<file path="src/rtl/mem_port_arbiter.sv">
// mem_port_arbiter
//
// Shares one memory port between instruction fetch (IF) and the load/store
// unit (LS). Only one transaction is in flight at a time. The response is
// routed back to whichever requester owns the in-flight transaction.
//
// Flow: IDLE (grant + latch) -> REQ (hold request until mem_req_ready)
//       -> WAIT (route mem_resp_valid to owner) -> IDLE
//
// Ports
//   clk, rst              clock; synchronous active-high reset
//   if_req_valid/ready    fetch request handshake; if_addr is the fetch address
//   if_resp_valid/rdata   fetch data; one-cycle pulse; rdata is 0 otherwise
//   ls_req_valid/ready    load/store request handshake
//   ls_addr/wen/wdata/wstrb  load/store request fields (wen=1 means store)
//   ls_resp_valid/rdata   load data or store acknowledge; one-cycle pulse
//   mem_req_valid/ready   request handshake toward the memory bridge
//   mem_addr/wen/wdata/wstrb  latched request fields
//   mem_resp_valid/rdata  memory response (one per accepted request)
//   busy                  high whenever the arbiter is not IDLE
//
// Optional build macro: MEM_ARB_STARVE_GUARD_EN
//   When defined, a saturating counter tracks LS grants made while IF was
//   waiting. Once the counter reaches STARVE_LIMIT, IF wins the next IDLE
//   arbitration even if LS is requesting. When the macro is undefined, LS
//   has strict priority.

module mem_port_arbiter #(
  parameter int ADDR_W       = 64,
  parameter int DATA_W       = 64,
  parameter int STRB_W       = 8,
  parameter int STARVE_LIMIT = 4
) (
  input  logic              clk,
  input  logic              rst,
  input  logic              if_req_valid,
  output logic              if_req_ready,
  input  logic [ADDR_W-1:0] if_addr,
  output logic              if_resp_valid,
  output logic [DATA_W-1:0] if_rdata,
  input  logic              ls_req_valid,
  output logic              ls_req_ready,
  input  logic [ADDR_W-1:0] ls_addr,
  input  logic              ls_wen,
  input  logic [DATA_W-1:0] ls_wdata,
  input  logic [STRB_W-1:0] ls_wstrb,
  output logic              ls_resp_valid,
  output logic [DATA_W-1:0] ls_rdata,
  output logic              mem_req_valid,
  input  logic              mem_req_ready,
  output logic [ADDR_W-1:0] mem_addr,
  output logic              mem_wen,
  output logic [DATA_W-1:0] mem_wdata,
  output logic [STRB_W-1:0] mem_wstrb,
  input  logic              mem_resp_valid,
  input  logic [DATA_W-1:0] mem_rdata,
  output logic              busy
);

  typedef enum logic [1:0] {
    S_IDLE = 2'd0,
    S_REQ  = 2'd1,
    S_WAIT = 2'd2
  } state_t;

  state_t            state_q, state_d;
  logic              owner_ls_q, owner_ls_d;   // 0 = IF owns the transaction
  logic [ADDR_W-1:0] addr_q, addr_d;
  logic              wen_q, wen_d;
  logic [DATA_W-1:0] wdata_q, wdata_d;
  logic [STRB_W-1:0] wstrb_q, wstrb_d;

  logic grant_ls;
  logic grant_if;
  logic starve_hit;
  logic resp_fire;

`ifdef MEM_ARB_STARVE_GUARD_EN
  localparam int CNT_W = $clog2(STARVE_LIMIT + 1);

  logic [CNT_W-1:0] starve_cnt_q, starve_cnt_d;

  assign starve_hit = (starve_cnt_q >= CNT_W'(STARVE_LIMIT));

  // When starve_hit is set, an LS grant can only happen with IF idle,
  // so the counter never needs to step past STARVE_LIMIT.
  always_comb begin
    starve_cnt_d = starve_cnt_q;
    if (grant_if) begin
      starve_cnt_d = '0;
    end else if (grant_ls && if_req_valid && !starve_hit) begin
      starve_cnt_d = starve_cnt_q + CNT_W'(1);
    end
  end

  always_ff @(posedge clk) begin
    if (rst) begin
      starve_cnt_q <= '0;
    end else begin
      starve_cnt_q <= starve_cnt_d;
    end
  end
`else
  assign starve_hit = 1'b0;
`endif

  // Arbitration happens only in IDLE. LS has priority unless the starvation
  // guard forces a turn for a waiting IF. Reset suppresses any accept.
  always_comb begin
    grant_ls = 1'b0;
    grant_if = 1'b0;
    if (state_q == S_IDLE && !rst) begin
      if (ls_req_valid && !(starve_hit && if_req_valid)) begin
        grant_ls = 1'b1;
      end else if (if_req_valid) begin
        grant_if = 1'b1;
      end
    end
  end

  always_comb begin
    state_d    = state_q;
    owner_ls_d = owner_ls_q;
    addr_d     = addr_q;
    wen_d      = wen_q;
    wdata_d    = wdata_q;
    wstrb_d    = wstrb_q;
    case (state_q)
      S_IDLE: begin
        if (grant_ls) begin
          state_d    = S_REQ;
          owner_ls_d = 1'b1;
          addr_d     = ls_addr;
          wen_d      = ls_wen;
          wdata_d    = ls_wdata;
          wstrb_d    = ls_wstrb;
        end else if (grant_if) begin
          // Fetches are always reads: no write data or strobes escape.
          state_d    = S_REQ;
          owner_ls_d = 1'b0;
          addr_d     = if_addr;
          wen_d      = 1'b0;
          wdata_d    = '0;
          wstrb_d    = '0;
        end
      end
      S_REQ: begin
        if (mem_req_ready) begin
          state_d = S_WAIT;
        end
      end
      S_WAIT: begin
        if (mem_resp_valid) begin
          state_d = S_IDLE;
        end
      end
      default: begin
        state_d = S_IDLE;
      end
    endcase
  end

  always_ff @(posedge clk) begin
    if (rst) begin
      state_q    <= S_IDLE;
      owner_ls_q <= 1'b0;
      addr_q     <= '0;
      wen_q      <= 1'b0;
      wdata_q    <= '0;
      wstrb_q    <= '0;
    end else begin
      state_q    <= state_d;
      owner_ls_q <= owner_ls_d;
      addr_q     <= addr_d;
      wen_q      <= wen_d;
      wdata_q    <= wdata_d;
      wstrb_q    <= wstrb_d;
    end
  end

  // A response outside WAIT is a protocol error and is dropped silently.
  // Reset also kills a response arriving in the same cycle.
  assign resp_fire = (state_q == S_WAIT) && mem_resp_valid && !rst;

  assign if_req_ready  = grant_if;
  assign ls_req_ready  = grant_ls;

  // The memory handshake is withdrawn in the reset cycle itself so the
  // bridge never sees a request that the arbiter is about to forget.
  assign mem_req_valid = (state_q == S_REQ) && !rst;
  assign mem_addr      = addr_q;
  assign mem_wen       = wen_q;
  assign mem_wdata     = wdata_q;
  assign mem_wstrb     = wstrb_q;

  assign if_resp_valid = resp_fire && !owner_ls_q;
  assign ls_resp_valid = resp_fire && owner_ls_q;
  assign if_rdata      = if_resp_valid ? mem_rdata : '0;
  assign ls_rdata      = ls_resp_valid ? mem_rdata : '0;

  assign busy = (state_q != S_IDLE);

endmodule

</file>
<file path="config.mk">
export PLATFORM = sky130hd
export DESIGN_NAME = mem_port_arbiter
export DESIGN_NICKNAME = d
export VERILOG_FILES = /design/src/rtl/mem_port_arbiter.sv
export SDC_FILE = /design/constraint.sdc
export NUM_CORES = 1
export LEC_CHECK = 0
export BUFFER_PORTS_ARGS = -buffer_cell sky130_fd_sc_hd__buf_2
export CAP_MARGIN = 0
export CORE_AREA = 5 5 208 210
export DETAILED_ROUTE_END_ITERATION = 6
export DIE_AREA = 0 0 213 215
export SETUP_SLACK_MARGIN = 0.1
export SYNTH_ARGS = -nofsm -noshare
export SYNTH_HDL_FRONTEND = slang
export SYNTH_SLANG_ARGS = --single-unit
</file>
<file path="constraint.sdc">
create_clock -name clk -period 4.2 [get_ports clk]
set_clock_uncertainty 0.2 [all_clocks]
set_input_delay 0.84 -clock clk [delete_from_list [all_inputs] [get_ports clk]]
set_output_delay 0.84 -clock clk [all_outputs]
set_load 0.1 [all_outputs]
</file>
After elaboration in Yosys (flattened, before gate mapping)
Index checks and enable logic that the tools add are counted.
{"block": "word_totals", "reg_bits": 140, "input_bits": 271, "out_inout_bits": 271, "word_cells": 45}
{"block": "classes", "eq_ne": 5, "n_mux": 21, "reduce_logical": 13}
{"cell": "64-bit two-way mux", "n": 6}
{"cell": "8-bit two-way mux", "n": 2}
{"cell": "1-bit two-way mux", "n": 8}
{"cell": "2-bit two-way mux", "n": 4}
{"cell": "1-bit logical AND", "n": 6}
{"cell": "2-bit case mux with 3 select lines", "n": 1}
{"cell": "2-bit != test, second input constant", "n": 2}
{"cell": "2-bit nonzero test", "n": 2}
{"cell": "3-bit != test, second input constant", "n": 1}
{"cell": "3-bit AND reduction", "n": 1}
{"cell": "2-bit by 1-bit == test with 1-bit output, second input constant", "n": 1}
{"cell": "2-bit == test, second input constant", "n": 1}
{"cell": "1-bit logical NOT", "n": 2}
{"cell": "2-bit logical NOT", "n": 1}
{"cell": "2-bit AND reduction", "n": 1}

Logic depth before layout (Yosys ltp)
Gate-level depths: netlist of the first run.
{"block": "depth", "word_depth": 6, "mapped_depth": 7, "ltp_nobuf": 3}

Worst setup path before layout of the first run
OpenSTA, ideal clock, no wires.
{"block": "synth_path", "path_type": "input -> output", "start": "input port rst", "end": "output port mem_req_valid", "arrival_time_ps": 3452, "t_required_ps": 3160, "path_slack_ps": -292, "stages": 3, "path_buffers": 2, "path_cell_list": "buf_2 > clkbuf_1 > nor3b_1"}
{"block": "synth_between", "elab_chain_len": 2}
{"item": "from (decl)", "line": "35", "source": "input logic rst,"}
{"item": "1-bit logical NOT", "line": "190", "source": "assign mem_req_valid = (state_q == S_REQ) && !rst;"}
{"item": "1-bit logical AND", "line": "190"}
{"item": "to (decl)", "line": "49", "source": "output logic mem_req_valid,"}
No other way between the ends.

Final worst setup path of the first run
{"block": "layout_path", "start": "input port rst", "end": "output port ls_rdata[40]"}
{"block": "layout_between", "elab_chain_len": 4}
{"item": "1-bit logical NOT", "line": "183", "source": "assign resp_fire = (state_q == S_WAIT) && mem_resp_valid && !rst;"}
{"item": "1-bit logical AND", "line": "183"}
{"item": "1-bit logical AND", "line": "197", "source": "assign ls_resp_valid = resp_fire && owner_ls_q;"}
{"item": "64-bit two-way mux", "line": "199", "source": "assign ls_rdata = ls_resp_valid ? mem_rdata : '0;"}
{"item": "to (decl)", "line": "48", "source": "output logic [DATA_W-1:0] ls_rdata,"}
No other way between the ends.

==> results of run 1 <==
## power by group
group	leakage [nW]	total (mW)	internal (mW)	switching, mW
sequential	1.15	1.49	1.43	0.0559
clock	0.269	1.46	0.862	0.601
combinational	4.04	1.36	0.285	1.07
## worst max path at each step
stage	cells past startpoint	slack, ps	endpoint
detailed placement	6	780	ls_rdata[40]
CTS	5	730	ls_rdata[40]
global route	5	570	ls_rdata[40]
global placement	6	740	ls_rdata[40]
floorplan	5	340	ls_rdata[54]
finish	6	770	ls_rdata[40]
## layout by cell type (no fill, tap or decap), types with 2 or more instances in the layout
| cell | netlist | final |
|---|---|---|
| nor3b_2 | 0 | 2 |
| buf_4 | 1 | 9 |
| and2_1 | 128 | 128 |
| a22o_1 | 74 | 74 |
| clkbuf_16 | 0 | 17 |
| buf_12 | 0 | 132 |
| nor4_1 | 63 | 63 |
| clkinv_2 | 0 | 4 |
| inv_1 | 2 | 2 |
| dfxtp_1 | 140 | 140 |
| bufinv_16 | 0 | 2 |
| clkinvlp_4 | 0 | 2 |
| nand3b_1 | 2 | 2 |
| clkinv_4 | 0 | 2 |
| or3b_2 | 1 | 2 |
| a21oi_1 | 66 | 65 |
| nor2_1 | 129 | 129 |
| buf_2 | 24 | 410 |
## through the flow
stage	util	cells	setup WS (ps)	hold slack (ps)
5_1_grt	0.281	1736	574	282
2_1_floorplan	-	684	341	242
4_1_cts	0.281	1736	729	272
3_5_place_dp	0.267	1707	782	252
6_report	0.281	1736	767	267
3_3_place_gp	0.267	1707	738	251
## logic make-up (layout without fill, tap and decap cells)
logic type / after synthesis / after routing
AOI/OAI and AO/OA: 143 / 143
DFF: 140 / 140
buffers and inverters: 69 / 582
and+or+nand+nor: 332 / 332
## area by class of cell
type,count,area [um^2],area share
clock buffers,18,429,0.0369
clock inverters,11,124,0.0107
inverters,2,7.51,0.000646
multi-input cells,475,2820,0.243
flip-flops and latches,140,2800,0.241
well taps,539,674,0.0580
repair buffers,551,4760,0.410
## worst max-delay path, delay by kind of cell
family	cells	cell delay (ps)
and+or+nand+nor	3	690
buffers and inverters	3	780
## registers in the layout (all words and copies together), names as in the netlist
name        cells
mem_wen         1
mem_wdata      64
mem_wstrb       8
mem_addr       64
owner_ls_q      1
state_q         2
## synth_stat cells (2+ instances only)
cell type	number	area (um^2)
buf_6	7	78.8
inv_1	2	7.51
a21oi_1	66	330
clkbuf_2	7	35.0
buf_1	4	15.0
clkbuf_1	24	90.1
and2_1	128	801
dfxtp_1	140	2800
buf_2	24	120
nor3b_1	2	15.0
nor2_1	129	484
nor4_1	63	394
nand3b_1	2	15.0
a22o_1	74	648
## layer usage
layer | part of all wire | wire (um) | up-vias | track usage
met2 | 0.50 | 15100 | 405 | 0.218
met4 | 0.033 | 1000 | 6 | 0.0521
li1 | - | - | 3370 | -
met5 | 0.0011 | 34 | - | 0
met1 | 0.36 | 10900 | 3220 | 0.131
met3 | 0.10 | 3160 | 48 | 0.0455
==> results.py, run 1 <==
metrics = {
    "pwr": {
        "cellPowerDensity_nw_per_um2": 371,
        "leakage_nw": 5.46,
        "finalPower_mw": 4.31,
        "ir_worst_vdd_v": 0.000295,
    },
    "job": {
        "maxCapViolations": 0,
    },
    "final_layout": {
        "finish.instance_area_um2": 11600,
        "area_delta_synth_final_pct": 95.2,
        "drive_gt1_frac": 0.492,
        "diodes": 0,
        "num-nets-final": 1458,
        "fill_cells": 4378,
    },
    "critical_path": {
        "r2r_cells": 4,
        "required_ps": 3160,
        "crit_path_end_kind": "output pin",
        "worstPathMaxFanout": 65,
        "rrSetupSlack_ps": 1540,
        "start_kind": "primary input",
        "critPathMaxStageDelay_ps": 470,
        "cpMaxStageDelayCell": "buf_4",
        "r2r-end": "mem_addr[42]$_SDFFE_PP0P_",
        "crit_arrival_ps": 2390,
        "r2r_start": "state_q[0]$_SDFFE_PP0P_",
        "path_cells": "buf_2, nand3b_1, nor3b_2, buf_4, and2_1, buf_12",
        "setup.worst_path.class": "primary input to output pin",
        "crit_path_start": "rst",
    },
    "clock_tree": {
        "cts_hold_buf": 0,
        "cts-resized-gates": 0,
        "clock-sinks": 140,
        "tritoncts": "built",
        "htreeDepth": 4,
        "cts_max_path_buffers": 2,
        "cts-root-buf": "clkbuf_16",
        "postCtsSetupRepairBufs": 0,
        "cts_buffers": 17,
        "clk_latency_ps": 430,
        "clkSlewWorstSetupHoldPaths_ps": 60,
    },
    "min_path": {
        "hold_depth": 1,
        "hold_path.class": "flop to flop",
        "holdPathEnd": "mem_wdata[20]$_SDFFE_PP0P_",
        "hold_start": "mem_wdata[20]$_SDFFE_PP0P_",
    },
    "placed_design": {
        "place_area_um2": 11100,
        "io_buffers": 541,
        "dpl.hpwl_mm": 24.0,
        "place_congestion": 0.873,
    },
    "synthesis": {
        "yosys.area_share.adder": 0,
        "synthSimpleGateAreaFrac": 0.301,
        "yosysWarnings": 0,
        "synth.avg_cell_area_um2": 8.70,
        "synth_cell_types": 26,
        "muxShareOfSynthArea": 0,
        "synthCells": 684,
        "synthArstFlopShare": 0,
        "synth_edf_count": 0,
        "synth_xor_area_frac": 0,
        "synth_compound_area_frac": 0.168,
        "synth-seq-area-share": 0.471,
        "ys_ff_latch": 140,
        "syn_area_um2": 5950,
        "syn_nets": 955,
        "synth_top_family_by_area": "simple AND/OR/NAND/NOR gates",
        "synth_top_flop_cell": "dfxtp_1",
    },
    "floorplanning": {
        "start_util": 0.144,
        "rows": 75,
        "core_area_um2": 41400,
        "die_area_um2": 45800,
        "ios": 542,
        "die_y_um": 215,
        "chipWidth_um": 213,
    },
    "routing": {
        "route.detailed.drc": 0,
        "wirelength_mm": 30.2,
        "viasPerCell": 4.06,
        "wire_per_inst_um": 17.4,
        "num_vias": 7049,
        "first_iter_violations": 307,
        "drt_first_pass_iters": 5,
        "ant_nets": 0,
    },
    "grt": {
        "grtUsageTotal": 0.123,
        "grt_pass1_vias": 7013,
        "grt_first_pass_wirelength_mm": 42.9,
        "grt_max_degree": 75,
        "grt_remaining_overflow": 0,
        "antenna_found_initial": 6,
    },
    "outcome": {
        "outcome": "completed",
    },
    "sta": {
        "fin_tns_setup_ps": 0,
        "maxSlewHeadroom": 0.158,
        "hold_viol_final": 0,
        "worst_pin_slew_ps": 1260,
        "finalCritPeriodShare": 0.817,
        "min_period_ps": 3430,
        "finalSetupViolCount": 0,
        "final_max_slew_viol_count": 0,
        "max_freq_mhz": 291,
        "rsz0062_at_grt": "false",
    },
}
Note: power is estimated with default switching activity, not from simulation.
==> run 2: changes to the inputs <==
- CORE_AREA: 5 5 208 210 -> 5 5 207 209
- DIE_AREA: 0 0 213 215 -> 0 0 212 214
- clock period: 4.2 -> 3.35 ns (I/O delays scaled with it)
==> run 2 against run 1 <==
  * Sequential cell count is the same
  * Largest power group is now the clock network
  * Combinational power increased by 26%
  * Register-to-register slack got worse by 380 ps
  * Utilization grew 1.0 points
  * Critical path type is now flop to output pin
  * Critical path depth down 4
  * Worst hold slack got worse by 23 ps
  * Highest routed layer unchanged
  * Clock power up 29%
  * Largest cell class unchanged
==> results.py, run 2 (synthesis results as in run 1) <==
metrics = {
    "sta": {
        "worst_pin_slew_ps": 752,
        "finalSetupViolCount": 0,
        "maxSlewHeadroom": 0.499,
        "max_freq_mhz": 348,
        "min_period_ps": 2880,
        "final_max_slew_viol_count": 0,
        "fin_tns_setup_ps": 0,
        "hold_viol_final": 0,
        "holdWs_ps": 244,
        "rsz0062_at_grt": "false",
        "finalCritPeriodShare": 0.859,
    },
    "placed_design": {
        "io_buffers": 541,
        "dpl.cell_count": 1707,
        "dpl.hpwl_mm": 23.5,
        "place_congestion": 0.837,
    },
    "job": {
        "maxCapViolations": 0,
    },
    "critical_path": {
        "worstPathMaxFanout": 7,
        "start_kind": "flop",
        "crit_arrival_ps": 2010,
        "crit_buf_inv": 1,
        "required_ps": 2480,
        "path_cells": "nor3b_2, buf_2",
        "cpMaxStageDelayCell": "buf_2",
        "setup.worst_path.class": "flop to output pin",
        "crit_family": "buffers and inverters",
        "critPathMaxStageDelay_ps": 550,
        "crit_path_end_kind": "output pin",
    },
    "grt": {
        "grt_max_degree": 75,
        "grt_remaining_overflow": 0,
        "grt_pass1_vias": 7104,
        "grtUsageTotal": 0.122,
        "antenna_found_initial": 6,
        "grt_first_pass_wirelength_mm": 42.7,
    },
    "clock_tree": {
        "tritoncts": "built",
        "cts_buffers": 17,
        "cts_hold_buf": 0,
        "cts-root-buf": "clkbuf_16",
        "htreeDepth": 4,
        "clkSlewWorstSetupHoldPaths_ps": 60,
        "clock-sinks": 140,
        "clk_latency_ps": 440,
        "postCtsSetupRepairBufs": 0,
        "cts_max_path_buffers": 2,
        "cts-resized-gates": 0,
    },
    "final_layout": {
        "final_cell_mix": "409 x buf_2, 140 x dfxtp_1, 136 x buf_12",
        "final_common_cell": "buf_2",
        "final_cells": 1741,
        "drive_gt1_frac": 0.553,
        "area_delta_synth_final_pct": 98.9,
        "num-nets-final": 1465,
    },
    "routing": {
        "wirelength_mm": 29.5,
        "viasPerCell": 4.03,
        "drt_first_pass_iters": 4,
        "first_iter_violations": 364,
        "route.detailed.drc": 0,
        "wire_per_inst_um": 16.9,
        "ant_nets": 0,
        "num_vias": 7021,
    },
    "min_path": {
        "hold_path.class": "primary input to flop",
    },
    "pwr": {
        "cellPowerDensity_nw_per_um2": 462,
        "ir_worst_vdd_v": 0.000416,
        "leakage_nw": 5.58,
    },
    "floorplanning": {
        "die_area_um2": 45400,
        "ios": 542,
        "start_util": 0.146,
        "die_y_um": 214,
        "rows": 74,
        "core_area_um2": 40600,
        "chipWidth_um": 212,
    },
    "outcome": {
        "outcome": "completed",
    },
}
[run 2: cell count changes in the layout (fill, tap and decap cells not counted), sizes merged]
| cell | previous run | this run |
|---|---|---|
| diode | 0 | 3 |
| buf | 551 | 558 |
| inv | 3 | 6 |
| clkinvlp | 2 | 1 |
[run 2: power by group]
group          leakage [nW]  internal, mW  switching (mW)
Combinational          4.15         0.371            1.35
Sequential             1.15          1.79          0.0712
Clock                 0.287          1.12           0.769
Total                  5.58          3.28            2.19
[run 2: area by class of cell]
cell class                 count  area (um^2)
tap                          532          666
sequential                   140         2800
inverter                       2         7.51
clock buffer                  18          439
timing repair buffer         558         4870
multi-input combinational    475         2910
fill                        4240        28800
antenna                        3         7.51
clock inverter                13          140
[run 2: final timing paths]
path	cells past startpoint	start	slack [ps]	end
hold reg to reg	1	mem_wdata[19]$_SDFFE_PP0P_	270	mem_wdata[19]$_SDFFE_PP0P_
setup / recovery	2	state_q[0]$_SDFFE_PP0P_	470	mem_req_valid
hold / removal	2	ls_wdata[12]	240	mem_wdata[12]$_SDFFE_PP0P_
setup reg to reg	5	state_q[1]$_SDFFE_PP0P_	1160	mem_addr[60]$_SDFFE_PP0P_
[run 2: stage by stage]
stage | total power [mW] | utilization | setup WS, ps | cell area, um^2
after floorplan | 3.17 | - | 100 | 6050
after global placement | 3.61 | 0.277 | 522 | 11300
after detailed placement | 3.62 | 0.277 | 506 | 11300
after CTS | 5.57 | 0.291 | 266 | 11800
after global routing | 5.70 | 0.291 | 289 | 11800
final | 5.47 | 0.291 | 474 | 11800
[run 2: routing by layer]
metal  wire length (um)  vias up  global-route usage
met5                 14        -                   0
met4                752        4              0.0520
met3               2680       41              0.0407
met2              15300      333               0.221
met1              10800     3242               0.129
li1                   -     3401                   -
